## src/rtl/lsu_pkg.sv

```systemverilog
// Shared LSU definitions: funct3 encodings, fault codes, control states.
// Used by the strobe-interface control path and the cache path.
package lsu_pkg;

  localparam logic [2:0] F3_B  = 3'b000;
  localparam logic [2:0] F3_H  = 3'b001;
  localparam logic [2:0] F3_W  = 3'b010;
  localparam logic [2:0] F3_BU = 3'b100;
  localparam logic [2:0] F3_HU = 3'b101;

  localparam logic [1:0] FLT_NONE  = 2'b00;
  localparam logic [1:0] FLT_MIS   = 2'b01;
  localparam logic [1:0] FLT_ILL   = 2'b10;
  localparam logic [1:0] FLT_RANGE = 2'b11;

  typedef enum logic [1:0] {
    ST_IDLE,
    ST_ACCESS,
    ST_CAPTURE,
    ST_RESP
  } lsu_state_e;

  // Request fields carried from accept to the WBU response.
  typedef struct packed {
    logic        is_store;
    logic [4:0]  rd;
    logic [1:0]  fault;
    logic [31:0] fault_addr;
  } lsu_req_t;

endpackage

```

## src/rtl/lsu_decode.sv

```systemverilog
// Access decode: size/sign sideband bits and prioritised fault code.
// Latency: combinational.
// Backpressure: none, pure function of its inputs.
module lsu_decode
  import lsu_pkg::*;
#(
  parameter logic [31:0] ADDR_BASE = 32'h8000_0000,
  parameter logic [31:0] ADDR_SIZE = 32'h0400_0000
) (
  input  logic        is_store,
  input  logic [2:0]  funct3,
  input  logic [31:0] addr,
  output logic        suffix_b,
  output logic        suffix_h,
  output logic        sext,
  output logic [1:0]  fault
);

  logic illegal;
  logic misaligned;
  logic in_range;

  always_comb begin
    suffix_b = (funct3[1:0] == 2'b00);
    suffix_h = (funct3[1:0] == 2'b01);
    sext     = ~is_store & ~funct3[2];

    if (is_store) illegal = !(funct3 inside {F3_B, F3_H, F3_W});
    else          illegal = !(funct3 inside {F3_B, F3_H, F3_W, F3_BU, F3_HU});

    misaligned = suffix_h ? addr[0] : (suffix_b ? 1'b0 : (addr[1:0] != 2'b00));

    // 33-bit compare keeps the window end from wrapping past 0xFFFF_FFFF.
    in_range = ({1'b0, addr} >= {1'b0, ADDR_BASE}) &&
               ({1'b0, addr} <  ({1'b0, ADDR_BASE} + {1'b0, ADDR_SIZE}));

    if (illegal)         fault = FLT_ILL;
    else if (misaligned) fault = FLT_MIS;
    else if (!in_range)  fault = FLT_RANGE;
    else                 fault = FLT_NONE;
  end

endmodule

```

## src/rtl/lsu_mem_ctrl.sv

```systemverilog
// Load/store control in front of the single-cycle strobe data memory.
// Latency accept->out_valid: load 3, store 2, fault 1; one transaction in flight.
// Backpressure: in_ready only in IDLE; out_ready=0 holds RESP without re-accessing memory.
module lsu_mem_ctrl
  import lsu_pkg::*;
#(
  parameter logic [31:0] ADDR_BASE = 32'h8000_0000,
  parameter logic [31:0] ADDR_SIZE = 32'h0400_0000
) (
  input  logic        clk,
  input  logic        rst_n,
  input  logic        in_valid,
  output logic        in_ready,
  input  logic        in_is_store,
  input  logic [2:0]  in_funct3,
  input  logic [31:0] in_addr,
  input  logic [31:0] in_wdata,
  input  logic [4:0]  in_rd,
  output logic        mem_ren,
  output logic        mem_wen,
  output logic [31:0] mem_addr,
  output logic [31:0] mem_wdata,
  output logic        mem_suffix_b,
  output logic        mem_suffix_h,
  output logic        mem_sext,
  input  logic [31:0] mem_rdata,
  output logic        out_valid,
  input  logic        out_ready,
  output logic [31:0] out_rdata,
  output logic [4:0]  out_rd,
  output logic        out_is_store,
  output logic [1:0]  out_fault,
  output logic [31:0] out_fault_addr
);

  lsu_state_e  state_q, state_d;
  lsu_req_t    req_q;
  logic [31:0] rdata_q;
  logic        dec_b, dec_h, dec_sext;
  logic [1:0]  dec_fault;
  logic        accept;

  lsu_decode #(
    .ADDR_BASE (ADDR_BASE),
    .ADDR_SIZE (ADDR_SIZE)
  ) u_decode (
    .is_store (in_is_store),
    .funct3   (in_funct3),
    .addr     (in_addr),
    .suffix_b (dec_b),
    .suffix_h (dec_h),
    .sext     (dec_sext),
    .fault    (dec_fault)
  );

  assign accept = in_valid & in_ready;

  always_comb begin
    state_d = state_q;
    case (state_q)
      ST_IDLE:    if (accept) state_d = (dec_fault != FLT_NONE) ? ST_RESP : ST_ACCESS;
      ST_ACCESS:  state_d = req_q.is_store ? ST_RESP : ST_CAPTURE;
      ST_CAPTURE: state_d = ST_RESP;
      ST_RESP:    if (out_ready) state_d = ST_IDLE;
      default:    state_d = ST_IDLE;
    endcase
  end

  // Strobes decode straight from state so reset removes them without a clock.
  assign in_ready  = (state_q == ST_IDLE);
  assign out_valid = (state_q == ST_RESP);
  assign mem_ren   = (state_q == ST_ACCESS) & ~req_q.is_store;
  assign mem_wen   = (state_q == ST_ACCESS) &  req_q.is_store;

  assign out_rdata      = rdata_q;
  assign out_rd         = req_q.rd;
  assign out_is_store   = req_q.is_store;
  assign out_fault      = req_q.fault;
  assign out_fault_addr = req_q.fault_addr;

  always_ff @(posedge clk or negedge rst_n) begin
    if (!rst_n) begin
      state_q      <= ST_IDLE;
      req_q        <= '0;
      rdata_q      <= '0;
      mem_addr     <= '0;
      mem_wdata    <= '0;
      mem_suffix_b <= 1'b0;
      mem_suffix_h <= 1'b0;
      mem_sext     <= 1'b0;
    end else begin
      state_q <= state_d;
      if (accept) begin
        req_q.is_store   <= in_is_store;
        req_q.rd         <= in_rd;
        req_q.fault      <= dec_fault;
        req_q.fault_addr <= (dec_fault != FLT_NONE) ? in_addr : 32'h0;
        rdata_q          <= '0;
        // Memory-side sideband only moves for requests that will reach ACCESS.
        if (dec_fault == FLT_NONE) begin
          mem_addr     <= in_addr;
          mem_wdata    <= in_is_store ? in_wdata : 32'h0;
          mem_suffix_b <= dec_b;
          mem_suffix_h <= dec_h;
          mem_sext     <= dec_sext;
        end
      end
      if (state_q == ST_CAPTURE) rdata_q <= mem_rdata;
    end
  end

endmodule

```

## config.mk

```make
export PLATFORM = sky130hd
export DESIGN_NAME = lsu_mem_ctrl
export DESIGN_NICKNAME = d
export VERILOG_FILES = /design/src/rtl/lsu_pkg.sv /design/src/rtl/lsu_decode.sv /design/src/rtl/lsu_mem_ctrl.sv
export SDC_FILE = /design/constraint.sdc
export NUM_CORES = 1
export LEC_CHECK = 0
export CAP_MARGIN = 25
export CORE_UTILIZATION = 40
export CTS_CLUSTER_DIAMETER = 200
export DETAILED_ROUTE_END_ITERATION = 8
export DONT_BUFFER_PORTS = 1
export MAX_ROUTING_LAYER = met4
export PLACE_DENSITY = 0.59
export SETUP_SLACK_MARGIN = 0.02
export SLEW_MARGIN = 5
export SYNTH_ARGS = -nofsm -noshare
export SYNTH_HDL_FRONTEND = slang
export SYNTH_SLANG_ARGS = --single-unit
```

## constraint.sdc

```tcl
create_clock -name clk -period 4.85 [get_ports clk]
set_clock_uncertainty 0.2 [all_clocks]
set_input_delay 0.2425 -clock clk [delete_from_list [all_inputs] [get_ports clk]]
set_output_delay 0.2425 -clock clk [all_outputs]
set_load 0.02 [all_outputs]
```

==> flow_metrics.py, run 1 <==
metrics = {
    "logic_synthesis": {
        "synth_edf_count": 0,
        "synth_area_leader_cell": "dfrtp_1",
        "yosysWarnings": 0,
        "ys_seq_area_share_pct": 64.6,
        "syn-cell-area_sq_um": 5460,
        "synthCells": 491,
        "ys.flop_type": "dfrtp_1",
        "synth.distinct_cells": 25,
        "syn_avg_cell_area_sq_um": 11.1,
        "synthesis.nets": 604,
        "synth_commonest_cells": "nand2_1 (154), dfrtp_1 (141), o21ai_0 (61), a22o_1 (33), mux2_2 (29)",
        "synth.most_common_cell": "nand2_1",
        "synth_area_leaders": "dfrtp_1 (65%), nand2_1 (11%), mux2_2 (6.0%)",
        "synth-seq-cells": 141,
        "async_flop_share_pct": 100,
        "synth_top_area_share_pct": 64.6,
    },
    "timing": {
        "hold_violations": 0,
        "maxSlewHeadroom_pct": 46.6,
        "rsz0062_at_grt": "no",
        "worst_pin_slew_ns": 0.801,
        "finalMaxSlewViolations": 0,
        "setup_slack_ns": 2.01,
        "setup_viol": 0,
        "max_freq_mhz": 353,
        "post-route-period-util_pct": 58.5,
        "setup_tns_ns": 0,
        "fin_crit_ns": 2.84,
    },
    "clock_network": {
        "ctsHoldBuffers": 110,
        "cts_tree": "yes",
        "postCtsSetupBuffers": 0,
        "clk_latency_ns": 0.41,
        "cts_buffer_depth": 2,
        "cts_root_buf": "clkbuf_16",
        "clock-sinks": 141,
        "htreeDepth": 4,
        "cts_buffers": 17,
        "path_clk_slew_ns": 0.06,
        "cts_resized": 0,
    },
    "floorplan": {
        "num_rows": 42,
        "die_area_sq_um": 14100,
        "die_h_microns": 119,
        "pin_count": 252,
        "start_util_pct": 41.1,
        "die_x_microns": 119,
        "core_sq_um": 13300,
    },
    "finish": {
        "antenna_cells": 0,
        "fin_nets": 707,
        "layout.cells.non_filler": 782,
        "nFillCells": 1096,
        "area_growth_pct": 35.5,
        "layout-drive-gt1-share_pct": 11.7,
    },
    "run_status": {
        "outcome": "finished clean",
    },
    "worst_setup_path": {
        "path_class": "register to register",
        "critPathLaunchType": "register",
        "worst-r2r-setup-slack_ns": 2.01,
        "cp_cell_sequence": "inv_1 -> ha_1 -> nand2_2 -> or3_2 -> buf_4 -> mux2_2",
        "cp-end-kind": "register",
        "cp.arrival_ns": 2.93,
        "crit_slowest_cell": "or3_2",
        "critical_path_required_ns": 4.95,
        "path_max_fanout": 50,
        "cpPeakStageDelay_ns": 0.69,
    },
    "route": {
        "drt_wl_total_microns": 14100,
        "via_per_inst": 5.17,
        "wl_per_cell_microns": 18.0,
        "vias": 4045,
        "final_antenna_net_count": 0,
        "firstDrtPassIters": 4,
        "drt-initial-drc-count": 242,
        "drc_errors": 0,
    },
    "place": {
        "place_ws_ns": 1.98,
        "placedCellCount": 641,
        "hpwl_microns": 8480,
        "routabilityCongestion": 0.769,
        "numPortBuffers": 0,
    },
    "pwr": {
        "power_mw": 4.26,
        "powerDensity_nw_per_um2": 576,
        "p_leak_nw": 3.51,
        "peakVddDrop_mv": 0.351,
    },
    "global_route": {
        "grt_max_degree": 142,
        "overflow": 0,
        "antenna_found_initial": 0,
        "grt_pass1_wl_microns": 22100,
        "grt_pass1_vias": 4238,
        "grtUsageTotal_pct": 21.0,
    },
    "job": {
        "max-cap-violations": 0,
    },
    "min_path": {
        "hold_class": "primary input to register",
    },
}
==> cell families (layout without fill, tap and decap cells) <==
kind of cell	Yosys count	after routing	share of synthesized area, %
and+or+nand+nor	179	179	13.4
DFF	141	141	64.6
AOI/OAI and AO/OA	103	103	12.1
buffers and inverters	35	150	3.07
muxes	29	29	5.98
adders and majority gates	4	4	0.916
==> flip-flops by register name (all words and copies together), names as in the netlist, 2 cells and up <==
name and count:
state_q 2, out_rdata 32, mem_wdata 32, out_fault 2, mem_addr 32, out_rd 5
out_fault_addr 32
==> worst paths after layout <==
check / from / end / cells after the start
max: state_q[0]$_DFFE_PN0P_ / mem_addr[25]$_DFFE_PN0P_ / 6
min: in_addr[0] / out_fault[1]$_DFFE_PN0P_ / 4
max reg2reg: state_q[0]$_DFFE_PN0P_ / mem_addr[25]$_DFFE_PN0P_ / 6
min reg2reg: state_q[0]$_DFFE_PN0P_ / state_q[0]$_DFFE_PN0P_ / 1
max in group asynchronous: rst_n / out_rdata[14]$_DFFE_PN0P_ / 2
min in group asynchronous: rst_n / mem_wdata[28]$_DFFE_PN0P_ / 2
==> critical path, delay by kind of cell (launching register included) <==
kind,cells,cell delay (ns)
fa+ha+maj,1,0.48
mux,1,0.34
simple gates,2,0.78
buf+inv,2,0.50
flops,1,0.41
==> power breakdown <==
group | total (mW) | internal, mW | switching [mW] | leakage (nW)
clock | 1.51 | 1.04 | 0.472 | 0.340
sequential | 2.07 | 1.47 | 0.594 | 1.86
combinational | 0.686 | 0.261 | 0.425 | 1.31
total | 4.26 | 2.77 | 1.49 | 3.51
==> area by class of cell <==
class	count	area [sq um]	area share, %
flip-flops and latches	141	3530	47.7
clock inverters	11	238	3.21
well taps	176	220	2.97
clock buffers	20	457	6.17
repair buffers	116	1160	15.7
inverters	3	11.3	0.152
multi-input cells	315	1780	24.1
==> routing by layer <==
layer	GRT usage (%)	up-vias	part of all wire (%)
li1	-	1855	-
met5	-	-	0
met1	22.7	1977	39
met3	8.33	33	8.5
met4	10.2	0	2.8
met2	33.8	180	49
==> placed cells by master, fill, tap and decap left out, types with 2 or more instances in the layout <==
cell type / netlist / final
a21oi_1: 4 / 4
a22o_1: 33 / 33
and2_1: 7 / 7
buf_4: 0 / 6
bufinv_16: 0 / 7
clkbuf_16: 0 / 17
clkbuf_8: 0 / 2
clkinv_2: 0 / 2
clkinv_4: 0 / 2
dfrtp_1: 141 / 141
dlygate4sd3_1: 0 / 109
ha_1: 4 / 4
inv_1: 3 / 3
mux2_2: 29 / 29
nand2_1: 154 / 153
nand2b_1: 2 / 2
nor2_1: 8 / 8
nor2b_1: 3 / 3
nor3_1: 2 / 2
o21ai_0: 61 / 61
==> per-stage QoR <==
step / hold WS, ns / cell area [sq um] / util (%)
2_1_floorplan: -0.253 / 5460 / -
3_3_place_gp: -0.250 / 5590 / 42.0
3_5_place_dp: -0.250 / 5590 / 42.0
4_1_cts: 0.0110 / 7400 / 55.7
5_1_grt: 0.0826 / 7400 / 55.7
6_report: 0.0303 / 7400 / 55.7
No activity file was read; power rests on OpenSTA's default activity.
==> inputs of run 2 (changes only) <==
==> constraint.sdc (replaced) <==
create_clock -name clk -period 2.62 [get_ports clk]
set_clock_uncertainty 0.2 [all_clocks]
set_input_delay 0.131 -clock clk [delete_from_list [all_inputs] [get_ports clk]]
set_output_delay 0.131 -clock clk [all_outputs]
set_load 0.02 [all_outputs]
==> run 2 against run 1 <==
Against the previous run: die area did not move; worst setup slack got worse by 1.9 ns; critical endpoint is now out_fault_addr[11]$_DFFE_PN0P_; design area hardly changed; sequential share of layout area about the same; critical path depth up 3; largest power group unchanged; power up 72%; the run now ends with hold timing left; via count grew 2.5%; clock-buffer cell count grew 4; utilization barely moved; flip-flop and latch count unchanged.
==> flow_metrics.py, run 2 (synthesized netlist as in run 1, its figures left out) <==
metrics = {
    "timing": {
        "rsz0062_at_grt": "no",
        "whs_ns": -0.784,
        "hold_violations": 141,
        "finalMaxSlewViolations": 0,
        "max_freq_mhz": 400,
        "fin_crit_ns": 2.50,
        "post-route-period-util_pct": 95.5,
        "maxSlewHeadroom_pct": 60.2,
        "setup_tns_ns": 0,
        "setup_viol": 0,
        "worst_pin_slew_ns": 0.597,
    },
    "clock_network": {
        "path_clk_slew_ns": 0.05,
        "clock-sinks": 141,
        "cts_tree": "yes",
        "cts_buffers": 17,
        "ctsHoldBuffers": 117,
        "clk_latency_ns": 0.41,
        "cts_root_buf": "clkbuf_16",
        "htreeDepth": 4,
        "cts_buffer_depth": 2,
    },
    "worst_setup_path": {
        "cp.arrival_ns": 2.59,
        "critical_path_required_ns": 2.71,
        "path_class": "primary input to register",
        "worst-r2r-setup-slack_ns": 0.19,
        "cp-end-kind": "register",
        "path_max_fanout": 14,
        "r2r_cells": 8,
        "rr_startpoint": "state_q[0]$_DFFE_PN0P_",
        "critPathLaunchType": "primary input",
        "r2r_end": "out_fault_addr[11]$_DFFE_PN0P_",
    },
    "floorplan": {
        "start_util_pct": 41.1,
        "core_sq_um": 13300,
        "num_rows": 42,
        "die_x_microns": 119,
        "die_area_sq_um": 14100,
        "die_h_microns": 119,
        "pin_count": 252,
    },
    "global_route": {
        "grtUsageMet3_pct": 8.38,
        "overflow": 0,
        "grtUsageTotal_pct": 21.7,
        "use_met2_pct": 34.8,
        "busiest_layer": "met2",
        "grt_max_degree": 142,
        "grt_pass1_wl_microns": 22600,
        "globalRouteMet1Util_pct": 24.7,
        "antenna_found_initial": 0,
        "grt_pass1_vias": 4238,
    },
    "route": {
        "vias": 4147,
        "drc_errors": 0,
        "via_per_inst": 5.19,
        "wl_per_cell_microns": 18.5,
        "drt-initial-drc-count": 240,
        "final_antenna_net_count": 0,
        "firstDrtPassIters": 4,
        "drt_wl_total_microns": 14800,
    },
    "finish": {
        "regArea_sq_um": 3530,
        "layout-drive-gt1-share_pct": 12.7,
        "fin_nets": 725,
        "antenna_cells": 0,
        "mostFrequentLayoutCells": "nand2_1 (153), dfrtp_1 (141), dlygate4sd3_1 (117)",
        "final_common_cell": "nand2_1",
        "nFillCells": 1121,
        "multi_input_area_sq_um": 1790,
        "area_growth_pct": 35.6,
    },
    "run_status": {
        "violations": "hold timing",
        "outcome": "finished, violations left",
    },
    "place": {
        "hpwl_microns": 8710,
        "routabilityCongestion": 0.734,
        "numPortBuffers": 0,
    },
    "pwr": {
        "p_leak_nw": 3.52,
        "peakVddDrop_mv": 0.493,
        "power_mw": 7.35,
        "powerDensity_nw_per_um2": 993,
    },
    "job": {
        "max-cap-violations": 0,
    },
    "min_path": {
        "hold_class": "primary input to asynchronous set/reset pin",
    },
}
## run 2: worst max path at each step
stage / from / endpoint / slack (ns)
floorplan: state_q[0]$_DFFE_PN0P_ / mem_wdata[26]$_DFFE_PN0P_ / 0.40
global placement: state_q[0]$_DFFE_PN0P_ / state_q[1]$_DFFE_PN0P_ / 0.41
detailed placement: state_q[0]$_DFFE_PN0P_ / mem_addr[25]$_DFFE_PN0P_ / 0.33
CTS: state_q[0]$_DFFE_PN0P_ / out_fault_addr[17]$_DFFE_PN0P_ / 0.07
global route: in_funct3[2] / out_fault_addr[20]$_DFFE_PN0P_ / 0.02
finish: in_funct3[2] / out_fault_addr[11]$_DFFE_PN0P_ / 0.12
## run 2: report_power, final
group	total (mW)	internal [mW]	switching, mW
Combinational	1.41	0.617	0.792
Sequential	3.83	2.73	1.11
Clock	2.11	1.27	0.842
## run 2: cell type report
type / instances / share of cell area [%]
Clock inverter: 6 / 0.524
Tap cell: 176 / 2.97
Inverter: 3 / 0.152
Clock buffer: 24 / 6.50
Sequential cell: 141 / 47.6
Multi-Input combinational cell: 315 / 24.2
Timing Repair Buffer: 134 / 18.0
## run 2: through the flow
stage               area, sq um  util (%)  setup WS (ns)  cells
floorplan                  5460         -          0.396    491
global placement           5630      42.4          0.408    647
detailed placement         5630      42.4          0.335    647
CTS                        7330      55.1         0.0656    794
global route               7410      55.7         0.0177    799
finish                     7410      55.7          0.118    799
## run 2: timing repair
item | 4_1_cts | 5_1_grt
resized for setup | 0 | 9
endpoints found under the hold margin | 276 | 141
setup buffers | 0 | 3
endpoints found under the setup margin | 0 | 9
## run 2: metal layers
metal  vias to the layer above  wire [microns]
met4                         0             263
met5                         -               0
li1                       1883               -
met1                      2040            6000
met2                       202            7290
met3                        22            1250
## run 2: worst max-delay path: stages
cell	delay [ns]
dlygate4sd3_1	0.60
nor2_1	0.11
dlygate4sd3_1	0.56
nor2_1	0.05
buf_4	0.15
nor2_4	0.14
buf_8	0.17
o21ai_0	0.10
dlygate4sd3_1	0.57
==> inputs of run 3 (changes only) <==
--- a/config.mk
+++ b/config.mk
@@ -6,6 +6,7 @@
 export NUM_CORES = 1
 export LEC_CHECK = 0
 export CAP_MARGIN = 25
+export CORE_MARGIN = 4
 export CORE_UTILIZATION = 40
 export CTS_CLUSTER_DIAMETER = 200
 export DETAILED_ROUTE_END_ITERATION = 8
==> run 3 against run 2 <==
Against the previous run: the run still ends with hold timing left; flip-flop and latch count unchanged; register-to-register slack is essentially flat; utilization shrank 0.24 points; global-route usage down 0.52 points; die area up 10%; combinational power about the same; critical path type unchanged; largest cell class unchanged; largest power group unchanged; highest routed layer unchanged.
==> flow_metrics.py, run 3 (synthesized netlist as in run 1, its figures left out) <==
metrics = {
    "timing": {
        "finalMaxSlewViolations": 0,
        "setup_slack_ns": 0.177,
        "setup_tns_ns": 0,
        "max_freq_mhz": 409,
        "worst_pin_slew_ns": 0.608,
        "fin_crit_ns": 2.44,
        "post-route-period-util_pct": 93.2,
        "hold_violations": 141,
        "whs_ns": -0.787,
        "setup_viol": 0,
        "maxSlewHeadroom_pct": 59.5,
        "rsz0062_at_grt": "no",
    },
    "global_route": {
        "overflow": 0,
        "antenna_found_initial": 0,
        "grt_max_degree": 142,
        "grt_pass1_vias": 4458,
        "grt_pass1_wl_microns": 25300,
        "grtUsageTotal_pct": 21.1,
    },
    "place": {
        "hpwl_microns": 9730,
        "placedCellCount": 647,
        "postPlaceCellArea_sq_um": 5630,
        "numPortBuffers": 0,
        "routabilityCongestion": 0.824,
        "place_ws_ns": 0.333,
    },
    "finish": {
        "layout.cells.non_filler": 797,
        "antenna_cells": 0,
        "fin_nets": 724,
        "fin_area_sq_um": 7370,
        "final_common_cell": "nand2_1",
        "layout-drive-gt1-share_pct": 11.8,
        "mostFrequentLayoutCells": "nand2_1 (153), dfrtp_1 (141), dlygate4sd3_1 (121)",
        "area_growth_pct": 35.0,
        "final_util_pct": 55.5,
    },
    "clock_network": {
        "htreeDepth": 4,
        "cts_buffers": 17,
        "cts_buffer_depth": 2,
        "clock-sinks": 141,
        "clk_latency_ns": 0.40,
        "path_clk_slew_ns": 0.06,
        "ctsHoldBuffers": 121,
        "cts_root_buf": "clkbuf_16",
        "postCtsSetupBuffers": 0,
        "cts_tree": "yes",
    },
    "worst_setup_path": {
        "path_max_fanout": 27,
        "crit_slowest_cell": "dlygate4sd3_1",
        "cp.arrival_ns": 2.53,
        "worst-r2r-setup-slack_ns": 0.20,
        "cp-end-kind": "register",
        "r2r_end": "out_fault_addr[16]$_DFFE_PN0P_",
        "r2r_cells": 8,
        "rr_startpoint": "state_q[0]$_DFFE_PN0P_",
        "cp_cell_sequence": "dlygate4sd3_1 -> nor4b_4 -> o211ai_2 -> buf_4 -> nor2_1 -> buf_4 -> o21ai_0 -> dlygate4sd3_1",
        "path_class": "primary input to register",
        "critPathLaunchType": "primary input",
        "startpoint": "in_addr[26]",
        "cpPeakStageDelay_ns": 0.59,
        "crit_path_end": "out_fault_addr[16]$_DFFE_PN0P_",
        "critical_path_required_ns": 2.71,
    },
    "job": {
        "max-cap-violations": 0,
    },
    "route": {
        "drc_errors": 0,
        "vias": 4140,
        "drt-initial-drc-count": 170,
        "final_antenna_net_count": 0,
        "wl_per_cell_microns": 19.4,
        "via_per_inst": 5.19,
        "drt_wl_total_microns": 15500,
        "firstDrtPassIters": 6,
    },
    "floorplan": {
        "core_sq_um": 13300,
        "pin_count": 252,
        "die_area_sq_um": 15600,
        "num_rows": 42,
        "die_h_microns": 125,
        "start_util_pct": 41.1,
        "die_x_microns": 125,
    },
    "pwr": {
        "powerDensity_nw_per_um2": 999,
        "p_leak_nw": 3.50,
        "peakVddDrop_mv": 0.474,
    },
    "min_path": {
        "hold_class": "primary input to asynchronous set/reset pin",
    },
    "run_status": {
        "outcome": "finished, violations left",
        "violations": "hold timing",
    },
}
==> run 3: how the worst min path moves through the flow <==
stage | slack (ns) | from | end
after floorplan | -0.36 | rst_n | mem_addr[0]$_DFFE_PN0P_
after global placement | -0.36 | rst_n | out_rd[1]$_DFFE_PN0P_
after detailed placement | -0.36 | rst_n | out_rd[1]$_DFFE_PN0P_
after CTS | -0.81 | rst_n | out_rd[1]$_DFFE_PN0P_
after global routing | -0.82 | rst_n | out_rd[1]$_DFFE_PN0P_
final | -0.79 | rst_n | out_fault_addr[27]$_DFFE_PN0P_
==> run 3: timing repair <==
action,in CTS,in global routing
hold endpoints to repair,276,141
endpoints found under the setup margin,0,12
gates resized for setup,0,4
==> run 3: routing by layer <==
metal  share of wire (%)  wire length, microns  vias up  track usage (%)
li1                    -                     -     1884                -
met1                  38                  5950     2010             24.2
met2                  49                  7520      210             33.0
met3                  10                  1590       36             9.18
met4                 2.6                   404        0             8.10
met5                   0                     0        -                -
==> run 3: critical path, delay by kind of cell <==
family / cells / cell delay [ns]
buffers and inverters: 4 / 1.62
AND/OR/NAND/NOR: 2 / 0.45
AO/OA/AOI/OAI: 2 / 0.31
==> run 3: power breakdown <==
| part | switching, mW | internal, mW | total (mW) |
|---|---|---|---|
| Sequential | 1.11 | 2.73 | 3.83 |
| Clock | 0.854 | 1.26 | 2.11 |
| Combinational | 0.779 | 0.639 | 1.42 |
==> run 3: final cells by class <==
type                       count  area [sq um]
clock buffer                  22           474
clock inverter                 7          42.5
sequential                   141          3530
inverter                       3          11.3
tap                          176           220
timing repair buffer         133          1310
multi-input combinational    315          1780
fill                        1143          5920
==> run 3: metrics by stage <==
| stage | power, mW | hold WS (ns) |
|---|---|---|
| final | 7.36 | -0.787 |
| after global routing | 7.81 | -0.816 |
| after CTS | 7.42 | -0.811 |
| after detailed placement | 4.98 | -0.361 |
| after global placement | 4.90 | -0.360 |
| after floorplan | 4.56 | -0.365 |
